==> src/rtl/shift_sequencer.sv <==
// shift_sequencer
//   Iterative 32-bit shift/rotate unit. An accepted start captures the operand,
//   the op and the shift amount. The unit then moves the working value one bit
//   per clock until the amount is used up, and pulses done for one cycle.
//   The final value stays on result until the next accepted start.
//
// Ports
//   clk      in   1   rising-edge clock
//   reset    in   1   synchronous, active-high
//   start    in   1   request, sampled only while idle
//   op       in   3   000 load, 001 SLL, 010 SRL, 011 SRA, 100 ROR, 101 ROL,
//                     110/111 load
//   data_in  in  32   operand
//   amount   in   5   shift count 0..31
//   result   out 32   working/final value (registered)
//   busy     out  1   high whenever not idle (registered)
//   done     out  1   one-cycle completion pulse (registered)
module shift_sequencer (
  input  logic        clk,
  input  logic        reset,
  input  logic        start,
  input  logic [2:0]  op,
  input  logic [31:0] data_in,
  input  logic [4:0]  amount,
  output logic [31:0] result,
  output logic        busy,
  output logic        done
);

  typedef enum logic [1:0] {IDLE, SHIFT, DONE} state_t;

  localparam logic [2:0] OP_SLL = 3'b001;
  localparam logic [2:0] OP_SRL = 3'b010;
  localparam logic [2:0] OP_SRA = 3'b011;
  localparam logic [2:0] OP_ROR = 3'b100;
  localparam logic [2:0] OP_ROL = 3'b101;

  state_t      state;
  logic [2:0]  op_q;
  logic [4:0]  count;
  logic [4:0]  start_count;
  logic [31:0] step;

  // Load and the unused encodings finish without shifting.
  always_comb begin
    start_count = 5'd0;
    if (op >= OP_SLL && op <= OP_ROL) start_count = amount;
  end

  // One 1-bit step of the captured op.
  always_comb begin
    step = result;
    case (op_q)
      OP_SLL:  step = {result[30:0], 1'b0};
      OP_SRL:  step = {1'b0, result[31:1]};
      OP_SRA:  step = {result[31], result[31:1]};
      OP_ROR:  step = {result[0], result[31:1]};
      OP_ROL:  step = {result[30:0], result[31]};
      default: step = result;
    endcase
  end

  // busy and done are registered next to the state. They are set to the
  // values that match the state being entered, so they behave exactly like
  // decodes of the state register.
  always_ff @(posedge clk) begin
    if (reset) begin
      state  <= IDLE;
      op_q   <= 3'd0;
      count  <= 5'd0;
      result <= 32'd0;
      busy   <= 1'b0;
      done   <= 1'b0;
    end else begin
      case (state)
        IDLE: begin
          if (start) begin
            result <= data_in;
            op_q   <= op;
            count  <= start_count;
            busy   <= 1'b1;
            if (start_count != 5'd0) begin
              state <= SHIFT;
              done  <= 1'b0;
            end else begin
              state <= DONE;
              done  <= 1'b1;
            end
          end
        end
        SHIFT: begin
          result <= step;
          count  <= count - 5'd1;
          if (count == 5'd1) begin
            state <= DONE;
            done  <= 1'b1;
          end
        end
        DONE: begin
          state <= IDLE;
          busy  <= 1'b0;
          done  <= 1'b0;
        end
        default: begin
          state <= IDLE;
          busy  <= 1'b0;
          done  <= 1'b0;
        end
      endcase
    end
  end

endmodule

==> config.mk <==
export PLATFORM = sky130hd
export DESIGN_NAME = shift_sequencer
export DESIGN_NICKNAME = d
export VERILOG_FILES = /design/src/rtl/shift_sequencer.sv
export SDC_FILE = /design/constraint.sdc
export NUM_CORES = 1
export LEC_CHECK = 0
export CORE_UTILIZATION = 44
export CTS_BUF_LIST = sky130_fd_sc_hd__clkbuf_8
export DETAILED_ROUTE_END_ITERATION = 8
export GPL_TIMING_DRIVEN = 0
export PLACE_DENSITY = 0.8
export SYNTH_ARGS = -nofsm -noshare
export SYNTH_HDL_FRONTEND = slang
export SYNTH_SLANG_ARGS = --single-unit
export TNS_END_PERCENT = 10
==> constraint.sdc <==
create_clock -name clk -period 1.85 [get_ports clk]
set_input_delay 0.185 -clock clk [delete_from_list [all_inputs] [get_ports clk]]
set_output_delay 0.185 -clock clk [all_outputs]
set_load 0.02 [all_outputs]
==> run metrics, run 1 <==
outcome completed; # fillers 440; Hold WC Path Type primary input to flop; Peak VDD IR approximately 0.48 mV; Synthesis Warnings 0; DIE HEIGHT between 70 and 80 um; sequential-to-total area share from yosys stat about a third; critical path endpoint category flop; crit share post-route ~95%; maxcap violations 0; synthesized area per cell between 9 and 10 um2; CTS Buf Count 5; multi-input logic area about 1900 um2; TNS Setup 0 ns; Ant. Diodes 0; Core Box Area about 5600 um2; post-synthesis cell count ~280; hold worst-path end count[1]$_SDFFE_PP0P_; RR Startpoint op_q[0]$_SDFFE_PP0P_; crit path max fanout 10; PortBufs between 70 and 80; Lkg Pwr between 0.0015 and 0.002 uW; FFs w/ async S/R, synth 0%; slew at the pin closest to its max-slew limit roughly 0.76 ns; CP Launch Type primary input; synth unique cells 35; Detail Placement HPWL a little over 5 mm; gp weighted congestion 0.8303; worst-skew pair later-pin latency ~0.3 ns; pin count of the biggest net entering global routing 14; initial antenna violation count 0; Final ANT Viol Nets 0; num ports a little under 80; Mapped Nets around 320; pwr/cell area 851.0 nW/um2; CTS Buffer Depth 2; GRT Resource Usage Total around a quarter; root buf cell clkbuf_8; Max Slew Vio Count 0; Setup Skew between 0.006 and 0.007 ns; vias per cell slightly above 6; Worst EP arrival 1.93 ns; Worst Setup Path Type primary input to flop; final core occ 69.68%; Finished Cell Area 3908 um2; CTS tree yes; hold wc startpoint amount[1]; placed inst area approximately 3500 um2; worst reg2reg path endpoint result[23]$_SDFFE_PP0P_; drt pass-1 iters 4; share of cells above drive strength 1 a little over a quarter; depth of the worst hold-timing path 3; Post-Syn Area 2611 um2; FP Rows 27; Final Net Count 404; DR DRC count 0; vias in the first global route 2504; register area slightly below 900 um2; relative slew slack between 40% and 50%; area grow syn2layout 49.64%; Setup WS pre-CTS -0.2074 ns; Initial Util 46.56%; final WL roughly 8.1 mm; final worst setup slack about 0.084 ns; R2R Setup Slk 0.10 ns; Avg WL per Cell around 19 um; die extent in x approximately 79 um; Final min period roughly 1.8 ns; Final Hold Viols 0; Fin Hold WS between 0.4 and 0.5 ns; Crit path required time roughly 2.0 ns; final setup fails 0; flops & latches, synth 43; path depth of the worst reg2reg path 4; EDFF count, synth 0; most used flip-flop cell after synthesis dfxtp_1; htree depth 2; routed via count 2678; DRT iter0 DRCs between 150 and 200; grt ovf 0; Max Fclk ~570 MHz; die area roughly 6200 um2; CTS sink count 43; Clock transition at path regs approximately 0.090 ns; global-route wire length before repair around 12 mm; post-CTS setup buffer count 0
-- where the power goes --
| group | switching (uW) | leakage, uW | internal [uW] |
|---|---|---|---|
| clock network | 337 | 0.0000695 | 534 |
| logic | 662 | 0.00108 | 561 |
| registers | 187 | 0.000355 | 1040 |
| total | 1190 | 0.00150 | 2140 |
-- cell usage after synthesis, types with 2 or more instances --
cell type  number  area, um2
a221oi_1       33      289.0
nand4_1         2      12.51
nand3b_1       31      232.7
buf_2           9      45.04
nor3b_2         2      25.02
dfxtp_1        43      860.8
nor3_1          5      25.02
nor2b_1         2      12.51
a21oi_1        10      50.05
clkbuf_1       17      63.81
nor2_1         44      165.2
a311oi_1        2      17.52
mux2i_1         2      20.02
a31oi_1         2      12.51
o21ba_2         2      20.02
or3_1           2      12.51
ha_1            3      37.54
inv_1           6      22.52
a21o_1          2      15.01
o21ai_0         4      20.02
o41ai_2        30      488.0
nand3_1         4      20.02
nand2_1         3      11.26
buf_4           4      30.03
-- routing by layer --
| metal | GRT usage (%) | share of wire [%] | vias to the layer above |
|---|---|---|---|
| li1 | - | - | 1254 |
| met1 | 30.95 | 43 | 1303 |
| met2 | 40.17 | 50 | 110 |
| met3 | 4.023 | 6.2 | 11 |
| met4 | 7.818 | 1.4 | 0 |
| met5 | 0 | 0 | - |
-- registers in the layout, indices dropped and copies added, names as in the netlist --
signal	count
result	32
count	5
op_q	3
busy	1
done	1
state	1
-- final cells by class --
class	count	area share [%]
Tap cell	72	2.305
Inverter	6	0.5764
Clock buffer	5	1.761
Sequential cell	43	22.16
Buffer	30	4.483
Clock inverter	3	1.633
Timing Repair Buffer	76	19.47
Multi-Input combinational cell	196	47.61
-- worst max-delay path by stage --
stage / startpoint / endpoint
after global routing: done$_SDFFE_PP0P_ / result[15]$_SDFFE_PP0P_
final: reset / result[23]$_SDFFE_PP0P_
after detailed placement: reset / result[16]$_SDFFE_PP0P_
after floorplan: op_q[1]$_SDFFE_PP0P_ / result[10]$_SDFFE_PP0P_
after global placement: reset / result[4]$_SDFFE_PP0P_
after CTS: op_q[1]$_SDFFE_PP0P_ / result[1]$_SDFFE_PP0P_
-- cell families (layout without fill, tap and decap cells) --
| group | after synthesis | in the layout | share of synthesized area (%) |
|---|---|---|---|
| AND/OR/NAND/NOR | 98 | 98 | 20.65 |
| buffers and inverters | 36 | 120 | 6.181 |
| multiplexers | 2 | 2 | 0.7667 |
| AO/OA/AOI/OAI | 93 | 93 | 38.00 |
| flip-flops | 43 | 43 | 32.97 |
| adder cells (fa/ha/maj) | 3 | 3 | 1.438 |
-- stage by stage --
stage,power (uW),cells
6_report,3325,431
4_1_cts,3165,431
2_1_floorplan,1840,275
3_3_place_gp,2257,423
3_5_place_dp,2276,423
5_1_grt,3459,431
-- layout by cell type, fill, tap and decap left out, drive strengths merged, types with 3 or more instances in the layout --
cell type and n:
a21oi 10, o21ai 4, dfxtp 43, nand3b 31
o41ai 31, nand2 3, inv 7, buf 17
nor3 5, nor2 44, a221oi 33, a31oi 3
clkbuf 18, nand3 4, ha 3, clkdlybuf4s50 76
-- worst max-delay path, stage by stage --
cell,delay [ns]
clkdlybuf4s50_1,0.49
clkbuf_1,0.42
clkbuf_1,0.64
o41ai_2,0.19
-- what timing repair did --
| item | 4_1_cts | 5_1_grt |
|---|---|---|
| endpoints found under the setup margin | 30 | 30 |
| gates cloned | 0 | 0 |
| hold endpoints to repair | 0 | 0 |
| hold buffers | 0 | 0 |
| gates resized for setup | 11 | 54 |
Note: power is estimated with default switching activity, not from simulation.
==> run 2, diff against run 1 <==
==> constraint.sdc (replaced) <==
create_clock -name clk -period 1.85 [get_ports clk]
set_input_delay 0.2775 -clock clk [delete_from_list [all_inputs] [get_ports clk]]
set_output_delay 0.2775 -clock clk [all_outputs]
set_load 0.02 [all_outputs]
==> run 2 against run 1 <==
  * Cell area about the same
  * Total power about the same
  * Fmax up 1.7%
  * Sequential share of layout area about the same
  * Non-clock buffer count unchanged
  * Die area unchanged
  * Combinational power about the same
  * Global-route usage unchanged
  * Largest cell class unchanged
  * First-iteration DRC count up 3.1%
==> run metrics, run 2 (synthesis results as in run 1) <==
Crit path required time 1.57 ns (was 2.01 ns); placed instance count 423 (unchanged); Clock transition at path regs 0.09 ns (about the same); vias per cell 6.258 (was 6.213); maxcap violations 0 (unchanged); die extent in x 79.04 um (unchanged); Final ANT Viol Nets 0 (unchanged); CP Launch Type flop (was primary input); most frequent cells in the layout 76 x clkdlybuf4s50_1, 44 x nor2_1, 41 x dfxtp_1 (unchanged); hold wc startpoint count[4]$_SDFFE_PP0P_ (was amount[1]); final WL 8.142 mm (was 8.125 mm); global-route wire length before repair 11.96 mm (unchanged); die area 6247 um2 (unchanged); grt ovf 0 (unchanged); RR Startpoint state[0]$_SDFFE_PP0P_ (was op_q[0]$_SDFFE_PP0P_); vias in the first global route 2504 (unchanged); CTS Buf Count 5 (unchanged); pwr/cell area 850.8 nW/um2 (was 851.0 nW/um2); Biggest register result (unchanged); Max Slew Vio Count 0 (unchanged); crit share post-route 93.86% (was 95.45%); slew at the pin closest to its max-slew limit 0.6898 ns (was 0.7589 ns); crit path max-delay cell type clkdlybuf4s50_1 (was clkbuf_1); CTS sink count 43 (unchanged); Worst EP arrival 1.46 ns (was 1.93 ns); routed via count 2697 (was 2678); worst reg2reg path endpoint result[3]$_SDFFE_PP0P_ (was result[23]$_SDFFE_PP0P_); CTS tree yes (unchanged); drt pass-1 iters 4 (unchanged); worst-skew pair later-pin latency 0.30 ns (about the same); num ports 77 (unchanged); area grow syn2layout 49.74% (was 49.64%); max reg flops 32 (unchanged); relative slew slack 53.53% (was 49.41%); FP Rows 27 (unchanged); WP buf/inv 1 (was 3); CTS Buffer Depth 2 (unchanged); Setup Skew 0.006985 ns (was 0.006484 ns); Initial Util 46.56% (unchanged); DRT iter0 DRCs 167 (was 162); GRT Resource Usage Total 23.92% (unchanged); DIE HEIGHT 79.04 um (unchanged); Finished Cell Area 3910 um2 (was 3908 um2); max incr delay on CP 0.67 ns (was 0.64 ns); Avg WL per Cell 18.89 um (was 18.85 um); Fin Hold WS 0.4854 ns (was 0.4701 ns); Ant. Diodes 0 (unchanged); R2R Setup Slk 0.12 ns (was 0.10 ns); Lkg Pwr 0.001509 uW (was 0.001504 uW); root buf cell clkbuf_8 (unchanged); Final Hold Viols 0 (unchanged); Worst Setup Path Type flop to output pin (was primary input to flop); final setup fails 0 (unchanged); pin count of the biggest net entering global routing 14 (unchanged); outcome completed (unchanged); cts hold-fix bufs 0 (unchanged); critical path endpoint category output pin (was flop); Peak VDD IR 0.4832 mV (was 0.4828 mV); top flop regs result x32, count x5, op_q x3 (unchanged); gp weighted congestion 0.8303 (unchanged); DR DRC count 0 (unchanged); Final Net Count 404 (unchanged); crit path max fanout 4 (was 10); path depth of the worst reg2reg path 5 (was 4); htree depth 2 (unchanged); share of cells above drive strength 1 27.02% (was 26.46%); Hold WC Path Type flop to flop (was primary input to flop); initial antenna violation count 0 (unchanged); Final min period 1.736 ns (was 1.766 ns); Detail Placement HPWL 5.075 mm (unchanged); Finished Layout Cells 431 (unchanged); placed inst area 3462 um2 (unchanged); hold worst-path end count[4]$_SDFFE_PP0P_ (was count[1]$_SDFFE_PP0P_); depth of the worst hold-timing path 2 (was 3); critical-path cell list clkdlybuf4s50_1 (was clkdlybuf4s50_1, clkbuf_1, clkbuf_1, o41ai_2); commonest non-fill, non-tap cell in the layout clkdlybuf4s50_1 (unchanged); Max Fclk 575.9 MHz (was 566.3 MHz); Largest delay share family, worst path buffers and inverters (unchanged); PortBufs 76 (unchanged); Core Box Area 5608 um2 (unchanged)
-- run 2: cell count changes in the layout (fill, tap and decap cells not counted) --
| cell | before | now |
|---|---|---|
| clkbuf_1 | 11 | 9 |
| clkbuf_2 | 2 | 4 |
-- run 2: how the worst max path moves through the flow --
stage                              end  slack, ns  cells past startpoint               startpoint
2_1_floorplan  result[10]$_SDFFE_PP0P_       0.11                      6     op_q[1]$_SDFFE_PP0P_
3_3_place_gp    result[4]$_SDFFE_PP0P_      -0.29                      5                    reset
3_5_place_dp   result[16]$_SDFFE_PP0P_      -0.30                      4                    reset
4_1_cts         result[1]$_SDFFE_PP0P_      -0.03                      6     op_q[1]$_SDFFE_PP0P_
5_1_grt        result[15]$_SDFFE_PP0P_      -0.01                      5        done$_SDFFE_PP0P_
6_report                    result[17]       0.11                      1  result[17]$_SDFFE_PP0P_
-- run 2: layout make-up --
type,count,area [um2]
clock buffer,5,68.82
sequential,43,865.8
fill,440,1698
timing repair buffer,76,760.7
tap,72,90.09
buffer,30,177.7
inverter,6,22.52
clock inverter,3,63.81
multi-input combinational,196,1861
-- run 2: routing by layer --
| metal | global-route usage, % | up-vias | wire length (um) |
|---|---|---|---|
| li1 | - | 1262 | - |
| met1 | 30.95 | 1311 | 3483 |
| met2 | 40.17 | 112 | 3989 |
| met3 | 4.023 | 12 | 559 |
| met4 | 7.818 | 0 | 110 |
| met5 | 0 | - | 0 |
-- run 2: repair_timing --
item | in CTS | in global routing
setup endpoints to repair | 30 | 32
resized for setup | 11 | 58
pin swaps | 0 | 0
setup buffers | 0 | 0
-- run 2: metrics by stage --
| step | total power, uW | TNS, ns | setup slack, ns | util (%) |
|---|---|---|---|---|
| after floorplan | 1840 | 0 | 0.1145 | - |
| after global placement | 2257 | -6.524 | -0.2922 | 61.74 |
| after detailed placement | 2276 | -7.715 | -0.2999 | 61.74 |
| after CTS | 3165 | -0.1853 | -0.02890 | 64.84 |
| after global routing | 3460 | -0.01088 | -0.01088 | 69.72 |
| final | 3327 | 0 | 0.1136 | 69.72 |
-- run 2: report_power, final --
group	internal, uW	switching [uW]
clock network	534	339
registers	1040	187
logic	561	661
==> run 3, diff against run 2 <==
--- a/config.mk
+++ b/config.mk
@@ -5,6 +5,7 @@
 export SDC_FILE = /design/constraint.sdc
 export NUM_CORES = 1
 export LEC_CHECK = 0
+export CORE_MARGIN = 4
 export CORE_UTILIZATION = 44
 export CTS_BUF_LIST = sky130_fd_sc_hd__clkbuf_8
 export DETAILED_ROUTE_END_ITERATION = 8
==> run 3 against run 2 <==
  * Critical path depth increased by 3
  * Combinational power about the same
  * Clock skew increased by 0.0016 ns
  * Total power decreased by 0.99%
  * Worst hold slack got worse by 0.0031 ns
  * Sequential power about the same
  * Routed wire length decreased by 3.1%
  * Worst setup slack got worse by 0.056 ns
  * Utilization decreased by 1.0 points
  * Largest cell class unchanged
  * Largest power group unchanged
  * Highest routed layer unchanged
==> run metrics, run 3 (synthesis results as in run 1) <==
area grow syn2layout 48.44% (was 49.74%); Max Slew Vio Count 0 (unchanged); Hold WC Path Type flop to flop (unchanged); Top Metal Used met4 (unchanged); critical-path cell list clkdlybuf4s50_1, clkbuf_1, clkbuf_1, o41ai_2 (was clkdlybuf4s50_1); crit share post-route 96.89% (was 93.86%); vias per cell 6.097 (was 6.258); Max Fclk 557.9 MHz (was 575.9 MHz); share of cells above drive strength 1 26.18% (was 27.02%); Setup Skew 0.008579 ns (was 0.006985 ns); htree depth 2 (unchanged); outcome completed (unchanged); pwr/cell area 849.7 nW/um2 (was 850.8 nW/um2); crit path max-delay cell type clkbuf_1 (was clkdlybuf4s50_1); num ports 77 (unchanged); die extent in x 85.04 um (was 79.04 um); Biggest register result (unchanged); Initial Util 46.29% (was 46.56%); global-route wire length before repair 12.95 mm (was 11.96 mm); Worst Setup Path Type primary input to flop (was flop to output pin); WP buf/inv 3 (was 1); FP Rows 27 (unchanged); Final Hold Viols 0 (unchanged); relative slew slack 54.00% (was 53.53%); crit path max fanout 10 (was 4); root buf cell clkbuf_8 (unchanged); CP Launch Type primary input (was flop); worst-skew pair later-pin latency 0.30 ns (about the same); post-CTS setup buffer count 0 (unchanged); CTS Buf Count 5 (unchanged); hold wc startpoint count[4]$_SDFFE_PP0P_ (unchanged); CTS tree yes (unchanged); most frequent cells in the layout 76 x clkdlybuf4s50_1, 44 x nor2_1, 42 x dfxtp_1 (was 76 x clkdlybuf4s50_1, 44 x nor2_1, 41 x dfxtp_1); Peak VDD IR 0.4043 mV (was 0.4832 mV); GRT Resource Usage Total 21.22% (was 23.92%); Avg WL per Cell 18.30 um (was 18.89 um); DIE HEIGHT 85.04 um (was 79.04 um); Core Box Area 5642 um2 (was 5608 um2); initial antenna violation count 0 (unchanged); WP depth 4 (was 1); internal power 2132 uW (was 2140 uW); Final Net Count 404 (unchanged); Clock transition at path regs 0.09 ns (about the same); cts hold-fix bufs 0 (unchanged); Final min period 1.792 ns (was 1.736 ns); Final ANT Viol Nets 0 (unchanged); combinational cell fraction of total power 36.3% (was 36.7%); depth of the worst hold-timing path 2 (unchanged); slew at the pin closest to its max-slew limit 0.6827 ns (was 0.6898 ns); routed via count 2628 (was 2697); commonest non-fill, non-tap cell in the layout clkdlybuf4s50_1 (unchanged); maxcap violations 0 (unchanged); Largest delay share family, worst path buffers and inverters (unchanged); max incr delay on CP 0.58 ns (was 0.67 ns); pin count of the biggest net entering global routing 14 (unchanged); grt ovf 0 (unchanged); P_sw 1162 uW (was 1186 uW); critical path endpoint category flop (was output pin); CTS Buffer Depth 2 (unchanged); RSZ-0062 raised after global routing yes; Detail Placement HPWL 5.203 mm (was 5.075 mm); top flop regs result x32, count x5, op_q x3 (unchanged); final setup fails 0 (unchanged); register area 862.1 um2 (was 865.8 um2); most used cell, CP clkbuf_1; Ant. Diodes 0 (unchanged); gp weighted congestion 0.8195 (was 0.8303); Worst EP arrival 1.95 ns (was 1.46 ns); PortBufs 76 (unchanged); total power 3294 uW (was 3327 uW); DR DRC count 0 (unchanged); worst reg2reg path endpoint result[27]$_SDFFE_PP0P_ (was result[3]$_SDFFE_PP0P_); final WL 7.886 mm (was 8.142 mm); wire length on met2 3.856 mm (was 3.989 mm); Clock power frac 26.5% (was 26.2%); Crit path required time 2.01 ns (was 1.57 ns); met1 WL 3.511 mm (was 3.483 mm); final core occ 68.71% (was 69.72%); hold worst-path end count[4]$_SDFFE_PP0P_ (unchanged); Fin Hold WS 0.4823 ns (was 0.4854 ns); routed wl met3 415 um (was 559 um); vias in the first global route 2621 (was 2504); CTS sink count 43 (unchanged); Sw Ratio 35.28% (was 35.66%); RR Startpoint done$_SDFFE_PP0P_ (was state[0]$_SDFFE_PP0P_); Lkg Pwr 0.001502 uW (was 0.001509 uW); Flop pwr share 37.2% (was 37.0%); DRT iter0 DRCs 147 (was 167); multi-input logic area 1834 um2 (was 1861 um2); die area 7231 um2 (was 6247 um2); path depth of the worst reg2reg path 5 (unchanged); drt pass-1 iters 4 (unchanged); max reg flops 32 (unchanged); R2R Setup Slk 0.09 ns (was 0.12 ns); # fillers 450 (was 440)
-- run 3: cell count changes in the layout (fill, tap and decap cells not counted) --
cell,delta
a31o_1,+1
buf_2,-1
a221oi_1,+1
a221oi_4,-1
dfxtp_4,-1
buf_6,-1
clkbuf_2,+1
buf_4,+1
dfxtp_1,+1
a31o_4,-1
-- run 3: metrics by stage --
step	cells	instance area (um2)	setup slack, ns	TNS [ns]
detailed placement	423	3462	-0.3053	-7.283
global placement	423	3462	-0.2795	-6.635
floorplan	275	2611	0.1145	0
global route	431	3876	-0.03309	-0.04731
CTS	431	3769	0.008166	0
finish	431	3876	0.05761	0
-- run 3: worst register-to-register path, stage by stage, from the launching register on --
cell      delay [ns]
dfxtp_1         0.45
nand2b_1        0.14
clkbuf_1        0.25
clkbuf_2        0.42
a221oi_2        0.08
o41ai_2         0.31
-- run 3: cell type report --
| class | count | share of cell area [%] |
|---|---|---|
| inverters | 6 | 0.5810 |
| clock inverters | 3 | 1.646 |
| repair buffers | 76 | 19.63 |
| well taps | 72 | 2.324 |
| multi-input cells | 196 | 47.32 |
| flip-flops and latches | 43 | 22.24 |
| plain buffers | 30 | 4.487 |
| clock buffers | 5 | 1.775 |
-- run 3: worst max path at each step --
stage	start	to
final	reset	result[26]$_SDFFE_PP0P_
after global routing	reset	result[26]$_SDFFE_PP0P_
after detailed placement	reset	result[4]$_SDFFE_PP0P_
after CTS	op_q[1]$_SDFFE_PP0P_	result[6]$_SDFFE_PP0P_
after floorplan	op_q[1]$_SDFFE_PP0P_	result[10]$_SDFFE_PP0P_
after global placement	reset	result[4]$_SDFFE_PP0P_
-- run 3: power by group through the flow --
stage | registers (uW) | logic [uW] | clock network (uW)
2_1_floorplan | 1280 | 559 | 0
3_3_place_gp | 1200 | 1060 | 0
3_5_place_dp | 1200 | 1080 | 0
4_1_cts | 1210 | 1150 | 883
5_1_grt | 1240 | 1280 | 922
6_report | 1230 | 1190 | 872
-- run 3: routing by layer --
layer  GRT usage, %  up-vias
met2          34.25       75
met3          4.078        9
li1               -     1252
met1          29.18     1292
met4          5.036        0
met5              0        -
-- run 3: repair_timing --
action,in CTS,in global routing
endpoints found under the setup margin,30,31
resized for setup,35,23
gates cloned,0,0
